===== src/rtl/tm1638_responder.sv =====
// ---------------------------------------------------------------------------
// tm1638_responder
//
// Device end of the three-wire LED&KEY link (strobe, serial clock,
// bidirectional data). The link is oversampled in the system clock domain.
// The block decodes data, address-set and display-control commands, holds
// the 16-byte display RAM, and shifts out a 4-byte key snapshot on key-read
// commands.
//
// Optional feature macro: TM1638_KEYSCAN_EN
//   defined     : key snapshot is taken from `keys`
//   not defined : `keys` is ignored and the snapshot reads as all zeros.
//                 The read phase still drives the data line, so the
//                 initiator's read timing is exercised.
//
// Ports
//   clk          system clock
//   rst_n        synchronous active-low reset
//   i_lk_clk     link serial clock from the initiator (asynchronous)
//   i_lk_stb     link strobe, active low (asynchronous)
//   i_lk_dio     link data as seen at the pad (asynchronous)
//   o_lk_dio     data driven back to the initiator
//   o_lk_dio_oe  output enable for o_lk_dio
//   keys         key state, byte n = keys[8n+7:8n]
//   ram_raddr    display RAM read address
//   ram_rdata    display RAM read data, registered, 1-cycle latency
//   display_on   display-control bit 3
//   brightness   display-control bits 2:0
//   frame_done   1-cycle pulse when a frame that wrote RAM is closed
// ---------------------------------------------------------------------------
module tm1638_responder #(
    parameter int SYNC_STAGES = 2
) (
    input  logic        clk,
    input  logic        rst_n,
    input  logic        i_lk_clk,
    input  logic        i_lk_stb,
    input  logic        i_lk_dio,
    output logic        o_lk_dio,
    output logic        o_lk_dio_oe,
    input  logic [31:0] keys,
    input  logic [3:0]  ram_raddr,
    output logic [7:0]  ram_rdata,
    output logic        display_on,
    output logic [2:0]  brightness,
    output logic        frame_done
);

    typedef enum logic [2:0] {
        S_IDLE,
        S_CMD,
        S_WDATA,
        S_RDATA,
        S_IGNORE
    } state_t;

    // Synchronizers and edge-detect history
    logic [SYNC_STAGES-1:0] r_clkSync;
    logic [SYNC_STAGES-1:0] r_stbSync;
    logic [SYNC_STAGES-1:0] r_dioSync;
    logic                   r_clkPrev;
    logic                   r_stbPrev;

    // Protocol state
    state_t      r_state;
    logic [2:0]  r_bitCnt;
    logic [7:0]  r_shift;
    logic [3:0]  r_ptr;
    logic        r_fixed;
    logic [31:0] r_snap;
    logic [5:0]  r_rdIdx;
    logic        r_dio;
    logic        r_oe;
    logic        r_dispOn;
    logic [2:0]  r_bright;
    logic        r_frameDone;
    logic        r_wrote;

    // RAM and its post-reset clearing sequencer
    logic [7:0]  r_ram [16];
    logic [7:0]  r_ramRdata;
    logic        r_clearing;
    logic [3:0]  r_clearAddr;

    logic        w_clkCur;
    logic        w_stbCur;
    logic        w_dioCur;
    logic        w_stbFall;
    logic        w_stbRise;
    logic        w_clkRise;
    logic        w_clkFall;
    logic [7:0]  w_byte;
    logic [31:0] w_keyState;

    state_t      w_nState;
    logic [2:0]  w_nBitCnt;
    logic [7:0]  w_nShift;
    logic [3:0]  w_nPtr;
    logic        w_nFixed;
    logic [31:0] w_nSnap;
    logic [5:0]  w_nRdIdx;
    logic        w_nDio;
    logic        w_nOe;
    logic        w_nDispOn;
    logic [2:0]  w_nBright;
    logic        w_nFrameDone;
    logic        w_nWrote;
    logic        w_dataWe;
    logic [3:0]  w_dataAddr;

    // Strobe starts idle high; clock idles high between bytes.
    always_ff @(posedge clk) begin
        if (!rst_n) begin
            r_clkSync <= '1;
            r_stbSync <= '1;
            r_dioSync <= '0;
            r_clkPrev <= 1'b1;
            r_stbPrev <= 1'b1;
        end else begin
            r_clkSync <= {r_clkSync[SYNC_STAGES-2:0], i_lk_clk};
            r_stbSync <= {r_stbSync[SYNC_STAGES-2:0], i_lk_stb};
            r_dioSync <= {r_dioSync[SYNC_STAGES-2:0], i_lk_dio};
            r_clkPrev <= r_clkSync[SYNC_STAGES-1];
            r_stbPrev <= r_stbSync[SYNC_STAGES-1];
        end
    end

    assign w_clkCur  = r_clkSync[SYNC_STAGES-1];
    assign w_stbCur  = r_stbSync[SYNC_STAGES-1];
    assign w_dioCur  = r_dioSync[SYNC_STAGES-1];
    assign w_stbFall = r_stbPrev & ~w_stbCur;
    assign w_stbRise = ~r_stbPrev & w_stbCur;
    // Requiring the current strobe low also drops a clock edge that coincides
    // with a strobe rise.
    assign w_clkRise = ~r_clkPrev & w_clkCur & ~w_stbCur;
    assign w_clkFall = r_clkPrev & ~w_clkCur & ~w_stbCur;

    // Bytes arrive LSB first, so each new bit enters at the top.
    assign w_byte = {w_dioCur, r_shift[7:1]};

`ifdef TM1638_KEYSCAN_EN
    assign w_keyState = keys;
`else
    // The key inputs are gated off in this build.
    assign w_keyState = keys & 32'h0000_0000;
`endif

    // Next-state and datapath decode. The clearing sequence suspends the link.
    // A strobe rise or fall overrides any clock edge in the same cycle.
    always_comb begin
        w_nState     = r_state;
        w_nBitCnt    = r_bitCnt;
        w_nShift     = r_shift;
        w_nPtr       = r_ptr;
        w_nFixed     = r_fixed;
        w_nSnap      = r_snap;
        w_nRdIdx     = r_rdIdx;
        w_nDio       = r_dio;
        w_nOe        = r_oe;
        w_nDispOn    = r_dispOn;
        w_nBright    = r_bright;
        w_nFrameDone = 1'b0;
        w_nWrote     = r_wrote;
        w_dataWe     = 1'b0;
        w_dataAddr   = r_ptr;

        if (r_clearing) begin
            w_nState = S_IDLE;
        end else if (w_stbRise) begin
            w_nState     = S_IDLE;
            w_nBitCnt    = 3'd0;
            w_nShift     = 8'h00;
            w_nOe        = 1'b0;
            w_nDio       = 1'b0;
            w_nFrameDone = r_wrote;
            w_nWrote     = 1'b0;
        end else if (w_stbFall) begin
            w_nState  = S_CMD;
            w_nBitCnt = 3'd0;
            w_nShift  = 8'h00;
            w_nWrote  = 1'b0;
            w_nRdIdx  = 6'd0;
        end else begin
            case (r_state)
                S_CMD: begin
                    if (w_clkRise) begin
                        w_nShift  = w_byte;
                        w_nBitCnt = r_bitCnt + 3'd1;
                        if (r_bitCnt == 3'd7) begin
                            case (w_byte[7:6])
                                2'b01: begin
                                    w_nFixed = w_byte[2];
                                    if (w_byte[1]) begin
                                        w_nSnap  = w_keyState;
                                        w_nRdIdx = 6'd0;
                                        w_nState = S_RDATA;
                                    end else begin
                                        w_nState = S_IGNORE;
                                    end
                                end
                                2'b10: begin
                                    w_nDispOn = w_byte[3];
                                    w_nBright = w_byte[2:0];
                                    w_nState  = S_IGNORE;
                                end
                                2'b11: begin
                                    w_nPtr   = w_byte[3:0];
                                    w_nState = S_WDATA;
                                end
                                default: w_nState = S_IGNORE;
                            endcase
                        end
                    end
                end
                S_WDATA: begin
                    if (w_clkRise) begin
                        w_nShift  = w_byte;
                        w_nBitCnt = r_bitCnt + 3'd1;
                        if (r_bitCnt == 3'd7) begin
                            w_dataWe = 1'b1;
                            w_nWrote = 1'b1;
                            if (!r_fixed) begin
                                w_nPtr = r_ptr + 4'd1;
                            end
                        end
                    end
                end
                S_RDATA: begin
                    // Bits past the 32-bit snapshot read as zero.
                    if (w_clkFall) begin
                        w_nOe = 1'b1;
                        if (r_rdIdx < 6'd32) begin
                            w_nDio   = r_snap[r_rdIdx[4:0]];
                            w_nRdIdx = r_rdIdx + 6'd1;
                        end else begin
                            w_nDio = 1'b0;
                        end
                    end
                end
                default: ;
            endcase
        end
    end

    // State register
    always_ff @(posedge clk) begin
        if (!rst_n) begin
            r_state     <= S_IDLE;
            r_bitCnt    <= 3'd0;
            r_shift     <= 8'h00;
            r_ptr       <= 4'd0;
            r_fixed     <= 1'b0;
            r_snap      <= 32'h0;
            r_rdIdx     <= 6'd0;
            r_dio       <= 1'b0;
            r_oe        <= 1'b0;
            r_dispOn    <= 1'b0;
            r_bright    <= 3'd0;
            r_frameDone <= 1'b0;
            r_wrote     <= 1'b0;
        end else begin
            r_state     <= w_nState;
            r_bitCnt    <= w_nBitCnt;
            r_shift     <= w_nShift;
            r_ptr       <= w_nPtr;
            r_fixed     <= w_nFixed;
            r_snap      <= w_nSnap;
            r_rdIdx     <= w_nRdIdx;
            r_dio       <= w_nDio;
            r_oe        <= w_nOe;
            r_dispOn    <= w_nDispOn;
            r_bright    <= w_nBright;
            r_frameDone <= w_nFrameDone;
            r_wrote     <= w_nWrote;
        end
    end

    // After reset the RAM is cleared one entry per cycle (16 cycles).
    always_ff @(posedge clk) begin
        if (!rst_n) begin
            r_clearing  <= 1'b1;
            r_clearAddr <= 4'd0;
        end else if (r_clearing) begin
            r_clearAddr <= r_clearAddr + 4'd1;
            if (r_clearAddr == 4'd15) begin
                r_clearing <= 1'b0;
            end
        end
    end

    // The RAM has no reset of its own. The clearing sequencer zeroes it.
    always_ff @(posedge clk) begin
        if (r_clearing) begin
            r_ram[r_clearAddr] <= 8'h00;
        end else if (w_dataWe) begin
            r_ram[w_dataAddr] <= w_byte;
        end
    end

    // Read data is held at zero while stale contents are being cleared.
    always_ff @(posedge clk) begin
        if (!rst_n) begin
            r_ramRdata <= 8'h00;
        end else if (r_clearing) begin
            r_ramRdata <= 8'h00;
        end else begin
            r_ramRdata <= r_ram[ram_raddr];
        end
    end

    assign o_lk_dio    = r_dio;
    assign o_lk_dio_oe = r_oe;
    assign ram_rdata   = r_ramRdata;
    assign display_on  = r_dispOn;
    assign brightness  = r_bright;
    assign frame_done  = r_frameDone;

endmodule

===== config.mk =====
export PLATFORM = sky130hd
export DESIGN_NAME = tm1638_responder
export DESIGN_NICKNAME = d
export VERILOG_FILES = /design/src/rtl/tm1638_responder.sv
export SDC_FILE = /design/constraint.sdc
export NUM_CORES = 1
export LEC_CHECK = 0
export ABC_AREA = 1
export CAP_MARGIN = 5
export CORE_MARGIN = 2
export CORE_UTILIZATION = 48
export DETAILED_ROUTE_END_ITERATION = 6
export GPL_TIMING_DRIVEN = 0
export PLACE_DENSITY = 0.75
export SLEW_MARGIN = 20
export SYNTH_ARGS = -nofsm -noshare
export SYNTH_HDL_FRONTEND = slang
export SYNTH_SLANG_ARGS = --single-unit

===== constraint.sdc =====
create_clock -name clk -period 3 [get_ports clk]
set_input_delay 0.9 -clock clk [delete_from_list [all_inputs] [get_ports clk]]
set_output_delay 0.9 -clock clk [all_outputs]
set_load 0.01 [all_outputs]

==> flow_summary_export.csv, run 1 <==
group,metric,value,unit
placement,dp_hpwl,11100,um
setup_path,worst_ep_required_time,3.06,ns
timing,final_critical_path_share_of_the_clock_period,89.6,%
hold_path,holdPathStages,1,
setup_path,crit-reg2reg-capture,"r_ram[12][6]",
finish,flow.area_growth_from_synthesis,13.4,%
clock_network,post_cts.resized_instances,0,
synthesis,proportion_of_register_bits_with_asynchronous_set_or_reset_after_synthesis,0,%
die,die-height,127,um
detailed_routing,finalWirelength,16500,um
synthesis,synthCells,727,
detailed_routing,first_pass_iteration_count_of_the_detailed_router,5,
global_routing,grt_pass1_vias,4815,
timing,rsz0062_at_grt,"false",
synthesis,total_nets_after_synthesis,774,
synthesis,synth.yosys.warnings,0,
setup_path,crit_path_end_kind,"flop",
synthesis,post_synth_main_area_contributors,"sky130_fd_sc_hd__edfxtp_1 (53%), sky130_fd_sc_hd__dfxtp_1 (13%), sky130_fd_sc_hd__nor2_1 (9.3%)",
clock_network,cts_sinks,174,
placement,placed_cell_area,7740,sq um
clock_network,clockRootBuffer,"sky130_fd_sc_hd__clkbuf_16",
setup_path,worstRegToRegCells,9,
synthesis,syn-mean-instance-area,10.0,sq um
die,fp.dieArea,16200,sq um
clock_network,cts-root-to-sink-buffers,2,
detailed_routing,antenna_violating_nets_post_route,0,
setup_path,critical_path.max_fanout,8,
clock_network,holdBufCountCts,0,
power,finalPower,4890,uW
global_routing,initial_antenna_violation_count,0,
setup_path,critical_path_class,"flop to flop",
hold_path,hold-path-endpoint,"r_stbSync[1]",
hold_path,hold_path.startpoint,"r_stbSync[0]",
setup_path,r2r_slack,0.31,ns
setup_path,critical_path.startpoint,"r_stbSync[1]",
global_routing,overflow,0,
synthesis,synthTopCellsByCount,"sky130_fd_sc_hd__nor2_1 (180), sky130_fd_sc_hd__edfxtp_1 (128), sky130_fd_sc_hd__nand2_1 (85)",
finish,layout.filler_cells,1257,
clock_network,insertion_delay,0.44,ns
die,die_w,127,um
global_routing,grt_util_overall,21.5,%
timing,hold_viol_final,0,
power,leakagePower,0.00302,uW
timing,timing_max_transition_violations_final,0,
power,pwr_density_cell,590,nW/um^2
die,placementRows,45,
detailed_routing,dr.first_iter.drc_count,673,
global_routing,pin_count_of_the_biggest_net_entering_global_routing,17,
synthesis,synth_ff_type,"sky130_fd_sc_hd__edfxtp_1",
power,maximum_vdd_drop,0.391,mV
placement,gpl.final_weighted_congestion,0.875,
timing,max_slew.worst_pin.slew,1.01,ns
clock_network,cts_tree,"done",
setup_path,regToRegStartpoint,"r_stbSync[1]",
finish,utilization,55.1,%
timing,skew,0.0100,ns
timing,slew-limit-headroom,32.4,%
setup_path,crit_path_start_kind,"flop",
timing,fmax,372,MHz
clock_network,clock_tree.htree_level_count,4,
detailed_routing,route.detailed.drc,0,
flow_run,max_cap_violations,0,
synthesis,synth_top_area_share,52.6,%
detailed_routing,avgViaCountPerCell,5.39,
finish,drive_gt1_share,11.7,%
finish,layout.nets,812,
timing,finalSetupViolations,0,
clock_network,cts_made_buffers,17,
setup_path,critPathArrivalTime,2.75,ns
finish,stdcell_area,8280,sq um
die,core_region_area,15000,sq um
synthesis,synth.cell_area,7300,sq um
die,initial_core_util,48.6,%
die,io_pins,56,
global_routing,first_pass_grt_wire_length,26000,um
synthesis,synth_edf_count,128,
clock_network,worst_setup_hold_path_clk_slew,0.06,ns
placement,port_buffers,19,
synthesis,synth_most_common_cell,"sky130_fd_sc_hd__nor2_1",
synthesis,ys_seq_elements,174,
synthesis,ys_seq_area_share,65.3,%
hold_path,timing.hold.worst.class,"flop to flop",
synthesis,netlist.top_cell.by_area,"sky130_fd_sc_hd__edfxtp_1",
finish,antennaDiodeCount,0,
clock_network,postCtsSetupBuffers,0,
synthesis,synth_cell_types,35,
timing,timing.setup.tns,0,ns
run_status,status,"complete, no violations",
detailed_routing,avgRoutedWirePerCell,17.1,um
timing,final_period_minus_worst_setup_slack,2.69,ns
detailed_routing,via_count,5205,
==> routing by layer <==
metal	global-route usage, %	share of wire [%]	vias up
met5	0	0	-
met4	10.0	3.2	0
met3	5.32	5.7	37
met2	34.4	48	174
li1	-	-	2539
met1	27.6	43	2455
==> critical path, stage by stage, from the launching register on <==
cell and delay (ns):
sky130_fd_sc_hd__dfxtp_1 0.39, sky130_fd_sc_hd__inv_2 0.08, sky130_fd_sc_hd__ha_1 0.26, sky130_fd_sc_hd__nor2_4 0.20
sky130_fd_sc_hd__nand3_2 0.15, sky130_fd_sc_hd__nor2_4 0.15, sky130_fd_sc_hd__nand3_1 0.09, sky130_fd_sc_hd__nand2_1 0.16
sky130_fd_sc_hd__nand3_1 0.15, sky130_fd_sc_hd__nor2_1 0.67
==> logic make-up (layout without fill, tap and decap cells) <==
family	after synthesis	count (layout)	synth area share, %
simple gates	365	365	21.5
flops	174	174	65.3
compound gates	106	106	7.52
buf+inv	74	125	4.47
fa+ha+maj	6	6	1.03
other cells	1	1	0.0514
xor+xnor	1	1	0.120
==> through the flow <==
stage	hold slack [ns]	std cells	worst slack, ns
2_1_floorplan	0.390	727	0.803
3_3_place_gp	0.397	934	0.106
3_5_place_dp	0.400	934	0.158
4_1_cts	0.413	966	0.279
5_1_grt	0.421	966	0.121
6_report	0.405	966	0.312
==> final cells by class <==
class / count / area [sq um] / area share (%)
Buffer: 31 / 163 / 1.96
Clock inverter: 15 / 114 / 1.38
Sequential cell: 174 / 4760 / 57.5
Multi-Input combinational cell: 479 / 2220 / 26.9
Clock buffer: 17 / 425 / 5.14
Tap cell: 188 / 235 / 2.84
Inverter: 43 / 164 / 1.98
Timing Repair Buffer: 19 / 190 / 2.30
==> worst max-delay path by stage <==
| stage | endpoint | slack, ns |
|---|---|---|
| floorplan | r_ram[4][0] | 0.80 |
| global placement | r_ram[10][1] | 0.11 |
| detailed placement | ram_rdata[4] | 0.16 |
| CTS | r_ram[10][0] | 0.28 |
| global route | r_ram[6][1] | 0.12 |
| finish | r_ram[12][6] | 0.31 |
==> where the power goes <==
part,leakage (uW),switching [uW],internal [uW]
Clock,0.000258,953,1060
Combinational,0.00119,184,77.1
Sequential,0.00157,12.7,2600
Total,0.00302,1150,3740
==> registers in the layout, indices dropped and copies added (netlist names), 3 cells and up <==
| register | cells |
|---|---|
| ram_rdata | 8 |
| r_state | 3 |
| r_ptr | 4 |
| r_shift | 7 |
| r_bitCnt | 3 |
| r_ram | 128 |
| brightness | 3 |
| r_clearAddr | 4 |
==> cells in the final DEF (no fill, tap or decap), types with 2 or more instances in the layout <==
| cell type | Yosys | final |
|---|---|---|
| sky130_fd_sc_hd__a21oi_1 | 24 | 24 |
| sky130_fd_sc_hd__buf_1 | 2 | 2 |
| sky130_fd_sc_hd__buf_2 | 9 | 9 |
| sky130_fd_sc_hd__buf_4 | 5 | 5 |
| sky130_fd_sc_hd__buf_6 | 2 | 2 |
| sky130_fd_sc_hd__clkbuf_1 | 12 | 12 |
| sky130_fd_sc_hd__clkbuf_16 | 0 | 17 |
| sky130_fd_sc_hd__clkdlybuf4s50_1 | 0 | 19 |
| sky130_fd_sc_hd__clkinv_1 | 2 | 4 |
| sky130_fd_sc_hd__clkinv_2 | 0 | 3 |
| sky130_fd_sc_hd__clkinv_4 | 0 | 2 |
| sky130_fd_sc_hd__clkinvlp_4 | 0 | 3 |
| sky130_fd_sc_hd__dfxtp_1 | 46 | 46 |
| sky130_fd_sc_hd__edfxtp_1 | 128 | 128 |
| sky130_fd_sc_hd__ha_1 | 6 | 6 |
| sky130_fd_sc_hd__inv_1 | 33 | 33 |
| sky130_fd_sc_hd__inv_2 | 7 | 7 |
| sky130_fd_sc_hd__inv_6 | 0 | 4 |
| sky130_fd_sc_hd__nand2_1 | 85 | 85 |
| sky130_fd_sc_hd__nand2_2 | 9 | 9 |
| sky130_fd_sc_hd__nand3_1 | 65 | 65 |
| sky130_fd_sc_hd__nand3_2 | 4 | 4 |
| sky130_fd_sc_hd__nand3b_1 | 2 | 2 |
| sky130_fd_sc_hd__nor2_1 | 180 | 174 |
| sky130_fd_sc_hd__nor2_2 | 7 | 13 |
| sky130_fd_sc_hd__nor2_4 | 2 | 2 |
| sky130_fd_sc_hd__nor3_1 | 4 | 4 |
| sky130_fd_sc_hd__o21ai_0 | 62 | 62 |
| sky130_fd_sc_hd__o21ai_1 | 14 | 14 |
| sky130_fd_sc_hd__o21ai_2 | 3 | 3 |
| sky130_fd_sc_hd__or2_2 | 4 | 4 |
Power figures use the tool's default switching activity.
==> run 2: changes to the inputs <==
--- a/config.mk
+++ b/config.mk
@@ -6,8 +6,7 @@
 export NUM_CORES = 1
 export LEC_CHECK = 0
 export ABC_AREA = 1
-export CAP_MARGIN = 5
-export CORE_MARGIN = 2
+export CORE_MARGIN = 5
 export CORE_UTILIZATION = 48
 export DETAILED_ROUTE_END_ITERATION = 6
 export GPL_TIMING_DRIVEN = 0
==> run 2 against run 1 <==
  * Sequential power is essentially flat
  * Routed wire length grew 2.1%
  * Critical path depth is the same
  * Cell count is the same
  * Global-route usage shrank 1.9 points
  * Critical endpoint is now r_ram[0][4]
  * Largest power group unchanged
==> flow_summary_export.csv, run 2 (synthesis results as in run 1) <==
group,metric,value,unit
power,pwr_density_cell,626,nW/um^2
clock_network,cts_tree,"done",
die,placementRows,45,
power,power_frac_seq,49.5,%
clock_network,cts_sinks,174,
detailed_routing,dr.first_iter.drc_count,617,
placement,gpl.final_weighted_congestion,0.904,
timing,finalSetupViolations,0,
run_status,status,"complete, no violations",
timing,skew,0.00947,ns
power,power_switching,1120,uW
global_routing,grt_pass1_vias,4902,
setup_path,critPathArrivalTime,2.75,ns
timing,rsz0062_at_grt,"false",
setup_path,critical_path_class,"flop to flop",
detailed_routing,antenna_violating_nets_post_route,0,
setup_path,worstPathBufferInverterCount,1,
setup_path,crit_family,"simple AND/OR/NAND/NOR gates",
finish,largest_register_ff_count,128,
die,io_pins,56,
finish,antennaDiodeCount,0,
clock_network,clockRootBuffer,"sky130_fd_sc_hd__clkbuf_16",
global_routing,overflow,0,
finish,flow.area_growth_from_synthesis,15.2,%
detailed_routing,avgViaCountPerCell,5.41,
clock_network,cts_made_buffers,17,
global_routing,grt_util_overall,19.6,%
timing,final_period_minus_worst_setup_slack,2.69,ns
power,p_int,4140,uW
finish,max_flop_register,"r_ram",
detailed_routing,first_pass_iteration_count_of_the_detailed_router,5,
placement,dp_hpwl,11200,um
die,core_region_area,15000,sq um
setup_path,worst_ep_required_time,3.06,ns
timing,final_critical_path_share_of_the_clock_period,89.5,%
global_routing,pin_count_of_the_biggest_net_entering_global_routing,17,
setup_path,worst_path_cell_chain,"inv_2 > ha_1 > nor2_4 > nand3_2 > nor2_4 > nand3_1 > nand2_1 > nand3_1 > nor2_1",
clock_network,postCtsSetupBuffers,0,
placement,placed_cell_area,7740,sq um
finish,utilization,56.0,%
hold_path,timing.hold.worst.class,"flop to flop",
power,combinational_fraction_of_design_power,5.0,%
timing,fmax,372,MHz
clock_network,cts-root-to-sink-buffers,2,
finish,commonest_non_fill_non_tap_cell_in_the_layout,"sky130_fd_sc_hd__nor2_1",
power,maximum_vdd_drop,0.446,mV
detailed_routing,route.detailed.drc,0,
power,leakagePower,0.00310,uW
power,power.share.switching,21.3,%
timing,max_slew.worst_pin.slew,0.997,ns
clock_network,clock_tree.htree_level_count,4,
finish,stdcell_area,8410,sq um
finish,layout.filler_cells,1264,
clock_network,worst_setup_hold_path_clk_slew,0.06,ns
finish,drive_gt1_share,12.0,%
placement,port_buffers,19,
setup_path,worst_path_largest_cell_delay,0.67,ns
die,fp.dieArea,17800,sq um
die,die-height,133,um
global_routing,first_pass_grt_wire_length,26600,um
detailed_routing,avgRoutedWirePerCell,17.5,um
detailed_routing,via_count,5224,
clock_network,post_cts.resized_instances,0,
detailed_routing,finalWirelength,16900,um
timing,hold_viol_final,0,
timing,timing.setup.tns,0,ns
finish,layout_common_cells,"sky130_fd_sc_hd__nor2_1 (174), sky130_fd_sc_hd__edfxtp_1 (128), sky130_fd_sc_hd__nand2_1 (85)",
setup_path,critical_path.max_fanout,8,
global_routing,initial_antenna_violation_count,0,
timing,timing_max_transition_violations_final,0,
setup_path,crit_path_end_kind,"flop",
power,share_clk_of_total_power,45.4,%
flow_run,max_cap_violations,0,
die,initial_core_util,48.6,%
timing,slew-limit-headroom,33.3,%
finish,layout.nets,812,
clock_network,holdBufCountCts,0,
setup_path,critical-path-slowest-cell,"sky130_fd_sc_hd__nor2_1",
setup_path,crit_path_start_kind,"flop",
clock_network,insertion_delay,0.43,ns
die,die_w,133,um
[run 2: cell types whose count changed in the layout (fill, tap and decap cells not counted), moves of 2 or more]
cell                         previous run  this run
sky130_fd_sc_hd__inv_6                  4         1
sky130_fd_sc_hd__clkbuf_16             17        23
sky130_fd_sc_hd__clkinvlp_4             3         0
sky130_fd_sc_hd__clkinv_1               4         2
[run 2: worst paths after layout]
check                       to  slack (ns)  cells past startpoint         start
setup / recovery   r_ram[0][4]        0.31                      9  r_stbSync[1]
hold / removal    r_stbSync[1]        0.41                      1  r_stbSync[0]
setup reg to reg   r_ram[0][4]        0.31                      9  r_stbSync[1]
hold reg to reg   r_stbSync[1]        0.41                      1  r_stbSync[0]
[run 2: metal layers]
metal  wire (um)  share of wire, %  up-vias  track usage (%)
met3        1260               7.4       40             3.70
li1            -                 -     2536                -
met2        7980                47      209             31.6
met4         541               3.2        0             7.94
met5           0                 0        -                0
met1        7100                42     2439             26.3
[run 2: per-stage QoR]
step                      instances  hold WS, ns  power (uW)  setup WS (ns)
after floorplan                 727        0.390        2840          0.803
after global placement          934        0.397        2910         0.0276
after detailed placement        934        0.405        2920         0.0384
after CTS                       966        0.420        5270          0.199
after global routing            966        0.436        5410          0.163
final                           966        0.413        5260          0.315
[run 2: worst reg2reg max path, cell delays in order (launching register included)]
cell and delay [ns]:
sky130_fd_sc_hd__dfxtp_1 0.38, sky130_fd_sc_hd__inv_2 0.08, sky130_fd_sc_hd__ha_1 0.25, sky130_fd_sc_hd__nor2_4 0.21, sky130_fd_sc_hd__nand3_2 0.15, sky130_fd_sc_hd__nor2_4 0.16
sky130_fd_sc_hd__nand3_1 0.09, sky130_fd_sc_hd__nand2_1 0.16, sky130_fd_sc_hd__nand3_1 0.16, sky130_fd_sc_hd__nor2_1 0.67
[run 2: final cells by class]
cell class	count	area, sq um	area share, %
plain buffers	31	163	1.93
inverters	43	164	1.95
clock inverters	8	81.3	0.967
clock buffers	24	589	7.01
flip-flops and latches	174	4760	56.6
repair buffers	19	190	2.26
well taps	188	235	2.80
multi-input cells	479	2220	26.4
[run 2: power groups by stage]
| stage | sequential (uW) | combinational [uW] | clock [uW] |
|---|---|---|---|
| final | 2610 | 265 | 2390 |
| after global routing | 2610 | 292 | 2510 |
| after CTS | 2610 | 263 | 2400 |
| after detailed placement | 2660 | 261 | 0 |
| after global placement | 2660 | 255 | 0 |
| after floorplan | 2660 | 180 | 0 |
